### src/rtl/dm_port_sched.sv
// dm_port_sched: arbitrates the single data-memory port between the load pipe
// and a committed-store buffer (circular FIFO). Tracks the one outstanding
// read, returns its tag/data one cycle after dm_rvalid, and drains buffered
// stores after a flush.
// Optional: DM_LD_ST_HAZARD_EN blocks loads whose word address matches any
// buffered store until that store has been written.
module dm_port_sched #(
  parameter int SB_DEPTH     = 4,
  parameter int TAG_W        = 6,
  parameter int STARVE_LIMIT = 3
) (
  input  logic                      CLK,
  input  logic                      RESET,
  input  logic                      ld_req_valid,
  output logic                      ld_req_ready,
  input  logic [31:0]               ld_req_addr,
  input  logic [TAG_W-1:0]          ld_req_tag,
  input  logic                      st_commit_valid,
  output logic                      st_commit_ready,
  input  logic [31:0]               st_commit_addr,
  input  logic [31:0]               st_commit_data,
  input  logic [1:0]                st_commit_size,
  output logic [31:0]               dm_addr,
  output logic [31:0]               dm_wdata,
  output logic [1:0]                dm_size,
  output logic                      dm_read,
  output logic                      dm_write,
  input  logic                      dm_ready,
  input  logic                      dm_rvalid,
  input  logic [31:0]               dm_rdata,
  output logic                      ld_resp_valid,
  output logic [TAG_W-1:0]          ld_resp_tag,
  output logic [31:0]               ld_resp_data,
  input  logic                      flush,
  output logic                      drain_busy,
  output logic [$clog2(SB_DEPTH):0] sb_count
);
  localparam int PW = $clog2(SB_DEPTH);
  localparam int CW = PW + 1;
  localparam int SW = $clog2(STARVE_LIMIT + 1);

  localparam logic [1:0] S_IDLE    = 2'd0;
  localparam logic [1:0] S_RD_WAIT = 2'd1;
  localparam logic [1:0] S_DRAIN   = 2'd2;

  logic [1:0]       state_q, state_d;
  logic [PW-1:0]    head_q, tail_q;
  logic [CW-1:0]    count_q, count_d;
  logic [SW-1:0]    starve_q, starve_d;
  logic             kill_q, kill_d;
  logic [TAG_W-1:0] tag_q, tag_d;
  logic             resp_v_q, resp_v_d;
  logic [TAG_W-1:0] resp_tag_q, resp_tag_d;
  logic [31:0]      resp_data_q, resp_data_d;

  logic [31:0] sb_addr_q [SB_DEPTH];
  logic [31:0] sb_data_q [SB_DEPTH];
  logic [1:0]  sb_size_q [SB_DEPTH];

  logic sb_nempty, sb_full, starved, hazard;
  logic pick_st, pick_ld, push, pop, kill_now;

  assign sb_nempty       = (count_q != '0);
  assign sb_full         = (count_q == CW'(SB_DEPTH));
  assign starved         = (starve_q >= SW'(STARVE_LIMIT));
  assign st_commit_ready = (count_q < CW'(SB_DEPTH));
  assign push            = st_commit_valid & st_commit_ready;
  assign kill_now        = kill_q | flush;

`ifdef DM_LD_ST_HAZARD_EN
  // Word-address match of the pending load against every live SB entry
  always_comb begin
    logic [PW-1:0] off;
    hazard = 1'b0;
    for (int i = 0; i < SB_DEPTH; i++) begin
      off = PW'(i) - head_q;
      if (({1'b0, off} < count_q) && (sb_addr_q[i][31:2] == ld_req_addr[31:2]))
        hazard = 1'b1;
    end
  end
`else
  assign hazard = 1'b0;
`endif

  // Port arbitration and memory-side request drive
  always_comb begin
    pick_st = 1'b0;
    pick_ld = 1'b0;
    case (state_q)
      S_IDLE: begin
        // A flush only suppresses loads; committed stores keep draining.
        if (sb_nempty && (flush || !ld_req_valid || sb_full || starved || hazard))
          pick_st = 1'b1;
        else if (ld_req_valid && !flush)
          pick_ld = 1'b1;
      end
      S_DRAIN: pick_st = sb_nempty;
      default: ;
    endcase
    dm_write     = pick_st;
    dm_read      = pick_ld;
    dm_addr      = pick_st ? sb_addr_q[head_q] :
                   pick_ld ? {ld_req_addr[31:2], 2'b00} : 32'h0;
    dm_wdata     = pick_st ? sb_data_q[head_q] : 32'h0;
    dm_size      = pick_st ? sb_size_q[head_q] : 2'd0;
    ld_req_ready = pick_ld & dm_ready;
    pop          = pick_st & dm_ready;
  end

  // Next-state: FSM, starvation counter, read tag and response register
  always_comb begin
    state_d     = state_q;
    kill_d      = kill_q;
    starve_d    = starve_q;
    tag_d       = tag_q;
    resp_v_d    = 1'b0;
    resp_tag_d  = resp_tag_q;
    resp_data_d = resp_data_q;
    count_d     = count_q + CW'(push) - CW'(pop);
    case (state_q)
      S_IDLE: begin
        if (flush) begin
          state_d = sb_nempty ? S_DRAIN : S_IDLE;
        end else if (ld_req_ready) begin
          state_d = S_RD_WAIT;
          tag_d   = ld_req_tag;
          if (sb_nempty && !starved) starve_d = starve_q + SW'(1);
        end
      end
      S_RD_WAIT: begin
        if (flush) kill_d = 1'b1;
        if (dm_rvalid) begin
          // A killed read still completes on the bus but is never returned.
          resp_v_d = ~kill_now;
          if (!kill_now) begin
            resp_tag_d  = tag_q;
            resp_data_d = dm_rdata;
          end
          kill_d  = 1'b0;
          state_d = (kill_now && sb_nempty) ? S_DRAIN : S_IDLE;
        end
      end
      S_DRAIN: if (!sb_nempty) state_d = S_IDLE;
      default: state_d = S_IDLE;
    endcase
    if (pop) starve_d = '0;
  end

  // Control state; reset discards any outstanding read and empties the SB
  always_ff @(posedge CLK or negedge RESET) begin
    if (!RESET) begin
      state_q     <= S_IDLE;
      head_q      <= '0;
      tail_q      <= '0;
      count_q     <= '0;
      starve_q    <= '0;
      kill_q      <= 1'b0;
      tag_q       <= '0;
      resp_v_q    <= 1'b0;
      resp_tag_q  <= '0;
      resp_data_q <= '0;
    end else begin
      state_q     <= state_d;
      count_q     <= count_d;
      starve_q    <= starve_d;
      kill_q      <= kill_d;
      tag_q       <= tag_d;
      resp_v_q    <= resp_v_d;
      resp_tag_q  <= resp_tag_d;
      resp_data_q <= resp_data_d;
      if (push) tail_q <= tail_q + PW'(1);
      if (pop)  head_q <= head_q + PW'(1);
    end
  end

  // Store buffer payload; occupancy is tracked by the pointers above
  always_ff @(posedge CLK) begin
    if (push) begin
      sb_addr_q[tail_q] <= st_commit_addr;
      sb_data_q[tail_q] <= st_commit_data;
      sb_size_q[tail_q] <= st_commit_size;
    end
  end

  assign ld_resp_valid = resp_v_q;
  assign ld_resp_tag   = resp_tag_q;
  assign ld_resp_data  = resp_data_q;
  assign drain_busy    = (state_q == S_DRAIN) | ((state_q == S_RD_WAIT) & kill_q);
  assign sb_count      = count_q;

endmodule
### config.mk
export PLATFORM = sky130hd
export DESIGN_NAME = dm_port_sched
export DESIGN_NICKNAME = d
export VERILOG_FILES = /design/src/rtl/dm_port_sched.sv
export SDC_FILE = /design/constraint.sdc
export NUM_CORES = 1
export LEC_CHECK = 0
export ABC_AREA = 1
export CAP_MARGIN = 0
export CORE_ASPECT_RATIO = 1.2
export CORE_MARGIN = 1
export CORE_UTILIZATION = 51
export DETAILED_ROUTE_END_ITERATION = 12
export PLACE_DENSITY = 0.82
export SLEW_MARGIN = 25
export SYNTH_ARGS = -nofsm -noshare
export SYNTH_HDL_FRONTEND = slang
export SYNTH_SLANG_ARGS = --single-unit
### constraint.sdc
create_clock -name CLK -period 4.73 [get_ports CLK]
set_input_delay 0.946 -clock CLK [delete_from_list [all_inputs] [get_ports CLK]]
set_output_delay 0.946 -clock CLK [all_outputs]
set_load 0.01 [all_outputs]
==> impl_results.rst, run 1 <==
.. list-table::
   :header-rows: 1

   * - Metric
     - Value
   * - Antenna Violating Nets Remaining
     - 0
   * - Critical Path Slowest Stage Cell
     - dfrtp_4
   * - Number of sinks handled by clock tree synthesis
     - 321
   * - Final estimated routing congestion in global placement
     - 0.8224
   * - Portion of synthesized cell area occupied by the leading cell type
     - 62.26%
   * - Std cell rows
     - 63
   * - Sw frac
     - between 30% and 40%
   * - R2r endpoint
     - sb_count[2]
   * - Fraction of the cycle the final worst path needs
     - 89.38%
   * - Total Power Consumption
     - 10500 µW
   * - Clock network power share
     - ~23%
   * - Count of non-filler cells in the finished layout
     - roughly 1600
   * - Boundary pin count
     - 256
   * - Register bit total from synthesis
     - 321
   * - First-pass GRT wire length
     - about 44000 µm
   * - Critical Path Start Type
     - flop
   * - Global route total overflow
     - 0
   * - Unrepaired setup endpoints after global routing
     - no
   * - TritonCTS clock tree
     - built
   * - Iter 0 DRT Violations
     - 475
   * - Post_cts resized
     - 0
   * - Synth top area cells
     - edfxtp_1 (62%), dfrtp_1 (11%), nor2_1 (6.4%), o21ai_0 (5.4%), nand2_1 (3.6%)
   * - Detail Placement HPWL
     - 17060 µm
   * - Total clock buffers created by CTS
     - 29
   * - Initial Util
     - 51.78%
   * - Ys async rst share
     - 17.76%
   * - Critical path fanouts, max
     - 61
   * - Count of input and output buffers
     - 253
   * - Cell count after placement
     - ~1600
   * - Capture point of the critical path
     - dm_addr[16]
   * - Most area-hungry cell type in the Yosys netlist
     - edfxtp_1
   * - Class of the tightest hold or removal check
     - in -> async
   * - Iteration count of the initial detailed-routing pass
     - 5
   * - Filler cells
     - 1736
   * - Via count of the first global-routing pass
     - between 8000 and 9000
   * - Post-layout net count
     - 1418
   * - Critical Setup Path Class
     - reg -> out
   * - Portion of total power attributed to combinational logic
     - 40.5%
   * - Average detailed-routed wire length per instance
     - about 18 µm
   * - Worst reg2reg setup slack
     - 2.07 ns
   * - Width of the chip
     - 146.2 µm
   * - H-tree depth reported by CTS
     - 1
   * - Post-synth top cells
     - edfxtp_1 (264), nor2_1 (216), o21ai_0 (137)
   * - Synth Warn #
     - 0
   * - Floorplan die area
     - 25610 µm²
   * - Power dissipated by switching net loads
     - 3539 µW
   * - Vias per cell
     - 5.368
   * - Number of buffers added for setup after CTS
     - 0
   * - Cell with the most instances after synthesis
     - edfxtp_1
   * - Reported leakage power
     - 0.006067 µW
   * - Antenna violations before repair
     - 4
   * - Total routing usage reported by global routing
     - ~22%
   * - Worst reg2reg path depth
     - 12
   * - Via count of the routed design
     - 8686
   * - Origin of the worst setup path
     - head_q[0]
   * - Worst relative slew slack
     - 37.07%
   * - Sequential share of the synthesized area
     - 73.46%
   * - Drc violations
     - 0
   * - Maximum root-to-sink buffer count
     - 3
   * - Synth-to-layout area growth
     - 29.89%
   * - Cts-stage hold buffer count
     - 0
   * - Crit end category
     - output port
   * - Measured slew at the worst slew-check pin
     - 0.9426 ns
   * - Ordered cell list for the critical path
     - inv_4 -> buf_4 -> o21ai_0 -> o22ai_1 -> a22o_1 -> clkdlybuf4s50_1
   * - Final-report max-slew violation count
     - 0
   * - Final hold violation count
     - 0
   * - F_max
     - ~0.24 GHz
   * - Root Driver
     - clkbuf_16
   * - Primary FF master, synth
     - edfxtp_1
   * - Floorplan Core Area
     - around 25000 µm²
   * - Critical path data required time
     - 3.78 ns
   * - Instance count of the mapped netlist
     - 1027
   * - Reg2reg start
     - sb_count[1]
   * - Count of endpoints failing setup in the final report
     - 0
   * - Sequential fraction of design power
     - 36.9%
   * - Post-synth design cell area
     - 12730 µm²
   * - Fraction of the core area covered by cells at the end of the flow
     - 67.25%
   * - Highest cell delay on the worst timing path
     - 0.73 ns
   * - Clock slew seen by the registers of the worst setup and hold paths
     - 0.06 ns
   * - Number of flops mapped to enable cells by yosys
     - between 200 and 300
   * - Proportion of layout cells with a drive suffix above 1
     - 6.816%
   * - Clock skew
     - 0.01328 ns
   * - Pwr/cell area
     - 634.8 nW/µm²
   * - Syn avg cell area
     - approximately 12 µm²
   * - Die Height
     - roughly 180 µm
   * - Total Neg Setup Slack
     - 0 ns
   * - VDD IR max
     - 0.0004342 V
   * - Cell internal pwr
     - 6961 µW
   * - Unique cell type count in the Yosys netlist
     - 32
   * - Later-pin clock latency in the skew report
     - ~0.55 ns
   * - Net count after synthesis
     - 1177
   * - Arrival time worst endpoint
     - 3.28 ns
   * - DRT Wirelength
     - between 20000 and 30000 µm
   * - Result of the run
     - complete, no violations
   * - Maximum number of pins on one net before global-route repair
     - 67
   * - Number of max-capacitance violations reported
     - 0
   * - Minimum clock period
     - 4.228 ns
## placed cells by master (no fill, tap or decap), types with 2 or more instances in the layout
cell and instances:
a21oi_1 37, a22o_1 30, buf_12 3, buf_4 15
bufinv_16 5, clkbuf_1 2, clkbuf_16 29, clkdlybuf4s50_1 252
clkinv_1 7, clkinv_2 7, clkinv_4 2, dfrtp_1 55
diode_2 2, edfxtp_1 264, ha_1 6, inv_1 23
inv_2 5, nand2_1 123, nand3_1 8, nand4_1 3
nor2_1 212, nor2_4 5, o21ai_0 137, o21ai_1 4
o21ai_2 6, o22ai_1 31, xor2_1 3
## routing by layer
layer,global-route usage [%],vias up,share of wire (%)
met1,26.86,4158,39
met4,8.290,4,2.5
met5,0,-,0.083
li1,-,4120,-
met2,37.90,349,50
met3,5.535,55,8.6
## cell type report
class,instances,area (µm²),share of cell area [%]
antenna,2,5.005,0.03026
clock buffer,31,733.2,4.433
clock inverter,23,241.5,1.460
inverter,30,120.1,0.7262
multi-input combinational,615,2974,17.98
sequential,321,9359,56.59
tap,325,406.6,2.459
timing repair buffer,271,2700,16.33
## registers in the layout, summed over array words and instances, names as in the netlist
signal,cells
sb_data_q,128
sb_count,3
ld_resp_valid,1
tail_q,2
tag_q,6
sb_addr_q,128
ld_resp_tag,6
starve_q,2
sb_size_q,8
state_q,2
ld_resp_data,32
head_q,2
kill_q,1
## power by group through the flow
| stage | registers [µW] | logic, µW | clock network, µW |
|---|---|---|---|
| detailed placement | 3930 | 4250 | 0 |
| finish | 3880 | 4250 | 2370 |
| CTS | 3880 | 4290 | 2410 |
| global route | 3930 | 4610 | 2510 |
| global placement | 3910 | 4170 | 0 |
| floorplan | 3910 | 2220 | 0 |
## worst min-delay path by stage
stage,endpoint,slack [ns],cells after the start
after detailed placement,ld_resp_data[2],0.46,2
after global routing,ld_resp_tag[3],0.50,2
after floorplan,ld_resp_tag[0],0.49,2
final,ld_resp_data[27],0.47,1
after CTS,ld_resp_data[19],0.48,1
after global placement,ld_resp_data[1],0.46,2
## worst max-delay path, delay by kind of cell (launching register included)
family / cells / cell delay (ns)
flops: 1 / 0.73
compound gates: 3 / 0.52
buf+inv: 3 / 1.46
## kinds of logic after synthesis
group / after synthesis / share of synthesized area, %
AOI/OAI and AO/OA: 248 / 11.18
buffers and inverters: 91 / 3.478
adders and majority gates: 7 / 0.7468
DFF: 321 / 73.46
xor gates and xnor gates: 4 / 0.2752
and+or+nand+nor: 356 / 10.86
## metrics by stage
stage	hold slack (ns)	worst slack, ns	instance area, µm²
detailed placement	0.4636	0.6528	15560
global placement	0.4611	0.6766	15560
floorplan	0.4884	0.3584	12730
CTS	0.4775	0.4346	16530
global route	0.5009	0.2589	16540
finish	0.4680	0.5023	16540
(Power assumes the default switching activity.)
==> inputs of run 2 (changes only) <==
--- a/config.mk
+++ b/config.mk
@@ -12,4 +12,5 @@
 export CORE_UTILIZATION = 51
 export DETAILED_ROUTE_END_ITERATION = 12
+export HOLD_SLACK_MARGIN = 0.06
 export PLACE_DENSITY = 0.82
 export SLEW_MARGIN = 25
==> constraint.sdc (replaced) <==
create_clock -name CLK -period 4.73 [get_ports CLK]
set_input_delay 0.946 -clock CLK [delete_from_list [all_inputs] [get_ports CLK]]
set_output_delay 0.946 -clock CLK [all_outputs]
set_load 0.05 [all_outputs]
==> impl_results.rst, run 2 (synthesis gave the netlist of run 1 again) <==
.. list-table::
   :header-rows: 1

   * - Metric
     - Value
   * - Count of endpoints failing setup in the final report
     - 0
   * - Power dissipated by switching net loads
     - 5728 µW
   * - H-tree depth reported by CTS
     - 1
   * - Critical path fanouts, max
     - 26
   * - F_max
     - 0.2312 GHz
   * - Vias per cell
     - 5.416
   * - Most common library cell in the layout ignoring fill and taps
     - edfxtp_1
   * - Area post-placement
     - 15920 µm²
   * - Maximum number of pins on one net before global-route repair
     - 74
   * - Cts-stage hold buffer count
     - 0
   * - Number of max-capacitance violations reported
     - 0
   * - Floorplan die area
     - 25610 µm²
   * - Initial Util
     - 51.78%
   * - Antenna violations before repair
     - 0
   * - Count of buffer and inverter cells on the critical path
     - 4
   * - Origin of the worst setup path
     - ld_req_valid
   * - Clock slew seen by the registers of the worst setup and hold paths
     - 0.06 ns
   * - Iter 0 DRT Violations
     - 548
   * - Filler cells
     - 1676
   * - Total clock buffers created by CTS
     - 31
   * - Proportion of layout cells with a drive suffix above 1
     - 10.14%
   * - Worst reg2reg path depth
     - 11
   * - Floorplan Core Area
     - 24590 µm²
   * - Reported leakage power
     - 0.006301 µW
   * - Root Driver
     - clkbuf_16
   * - Reg2reg start
     - sb_count[1]
   * - TritonCTS clock tree
     - built
   * - Pwr/cell area
     - 787.7 nW/µm²
   * - Via count of the routed design
     - 8757
   * - Cell internal pwr
     - 7671 µW
   * - Width of the chip
     - 146.2 µm
   * - Unrepaired setup endpoints after global routing
     - no
   * - Std cell rows
     - 63
   * - Later-pin clock latency in the skew report
     - 0.55 ns
   * - Measured slew at the worst slew-check pin
     - 0.8902 ns
   * - Ordered cell list for the critical path
     - clkdlybuf4s50_1 -> inv_1 -> nor2_1 -> nand3_1 -> nand3_1 -> nand2_2 -> buf_12 -> a22o_1 -> clkdlybuf4s50_1
   * - Via count of the first global-routing pass
     - 8650
   * - Number of antenna cells inserted
     - 0
   * - Capture point of the critical path
     - dm_addr[11]
   * - Area of all placed cells without fillers
     - 17010 µm²
   * - Iteration count of the initial detailed-routing pass
     - 5
   * - Result of the run
     - complete, no violations
   * - Drc violations
     - 0
   * - Class of the tightest hold or removal check
     - in -> async
   * - Minimum clock period
     - 4.325 ns
   * - Combined flip-flop and latch cell area
     - 9359 µm²
   * - Final hold violation count
     - 0
   * - First-pass GRT wire length
     - 45690 µm
   * - Antenna Violating Nets Remaining
     - 0
   * - Sequential fraction of design power
     - 28.2%
   * - Most used cells in the layout excluding fill and tap cells
     - edfxtp_1 (264), clkdlybuf4s50_1 (213), nor2_1 (212), o21ai_0 (137), nand2_1 (123)
   * - Critical Setup Path Class
     - in -> out
   * - Count of input and output buffers
     - ~250
   * - Number of sinks handled by clock tree synthesis
     - between 300 and 400
   * - Arrival time worst endpoint
     - 3.38 ns
   * - Global route total overflow
     - 0
   * - Total Neg Setup Slack
     - 0 ns
   * - Critical path data required time
     - approximately 3.8 ns
   * - Number of buffers added for setup after CTS
     - 0
   * - Total routing usage reported by global routing
     - 22.83%
   * - Levels on crit path
     - 9
   * - Post-layout net count
     - 1418
   * - Worst reg2reg setup slack
     - 2.34 ns
   * - Clock network power share
     - 19.4%
   * - Sw frac
     - 42.75%
   * - Final estimated routing congestion in global placement
     - 0.7854
   * - Clock skew
     - 0.01472 ns
   * - Smallest setup slack after layout
     - 0.4050 ns
   * - Area taken by multi-input logic gates
     - 2974 µm²
   * - Maximum root-to-sink buffer count
     - 3
   * - Fraction of the core area covered by cells at the end of the flow
     - 69.16%
   * - Worst relative slew slack
     - 40.51%
   * - Detail Placement HPWL
     - 17580 µm
   * - Synth-to-layout area growth
     - 33.59%
   * - R2r endpoint
     - sb_count[2]
   * - Portion of total power attributed to combinational logic
     - 52.4%
   * - DRT Wirelength
     - slightly below 30000 µm
   * - Cell family with most CP delay
     - buffers and inverters
   * - Final-report max-slew violation count
     - 0
   * - Fraction of the cycle the final worst path needs
     - 91.44%
   * - Crit end category
     - output port
   * - VDD IR max
     - 0.0008133 V
   * - Boundary pin count
     - 256
   * - Critical Path Slowest Stage Cell
     - clkdlybuf4s50_1
   * - Pre-CTS setup slack
     - 0.5381 ns
   * - Highest cell delay on the worst timing path
     - around 0.73 ns
   * - Total Power Consumption
     - 13400 µW
   * - Post_cts resized
     - 0
   * - Die Height
     - 175.1 µm
   * - Average detailed-routed wire length per instance
     - ~18 µm
   * - Critical Path Start Type
     - input port
run 2: routing by layer:
metal / track usage (%) / vias to the layer above / wire (µm)
li1: - / 4113 / -
met1: 28.64 / 4249 / 11690
met2: 40.12 / 342 / 15250
met3: 4.230 / 53 / 2088
met4: 7.075 / 0 / 631
met5: 0 / - / 0
run 2: worst register-to-register path, stage by stage, from the launching register on:
cell	delay, ns
dfrtp_1	0.42
inv_2	0.10
nand2_1	0.07
nand3_1	0.18
nand3_1	0.12
nand2_2	0.26
nand2_1	0.22
nand3_1	0.11
nand2_1	0.06
ha_1	0.19
fa_1	0.38
xor2_1	0.17
run 2: metrics by stage:
step,hold slack [ns],cells
floorplan,0.4884,1027
global placement,0.4602,1560
detailed placement,0.4642,1560
CTS,0.4815,1617
global route,0.5073,1617
finish,0.4807,1617
run 2: worst min path at each step:
stage / from / endpoint / slack (ns)
3_3_place_gp: ld_resp_data[1] / ld_resp_data[1] / 0.46
3_5_place_dp: ld_resp_data[31] / ld_resp_data[31] / 0.46
4_1_cts: ld_resp_data[31] / ld_resp_data[31] / 0.48
6_report: RESET / ld_resp_data[27] / 0.48
2_1_floorplan: tag_q[0] / ld_resp_tag[0] / 0.49
5_1_grt: ld_resp_data[27] / ld_resp_data[27] / 0.51
run 2: layout make-up:
class	instances	area share, %
timing repair buffer	269	18.01
multi-input combinational	615	17.48
sequential	321	55.02
inverter	30	0.7061
clock inverter	21	1.721
tap	325	2.391
clock buffer	36	4.671
run 2: power groups by stage:
stage / clock network, µW / logic (µW) / registers [µW]
3_3_place_gp: 0 / 6930 / 3800
2_1_floorplan: 0 / 3750 / 4370
5_1_grt: 2730 / 7400 / 3820
6_report: 2600 / 7020 / 3780
3_5_place_dp: 0 / 7030 / 3830
4_1_cts: 2630 / 7080 / 3780
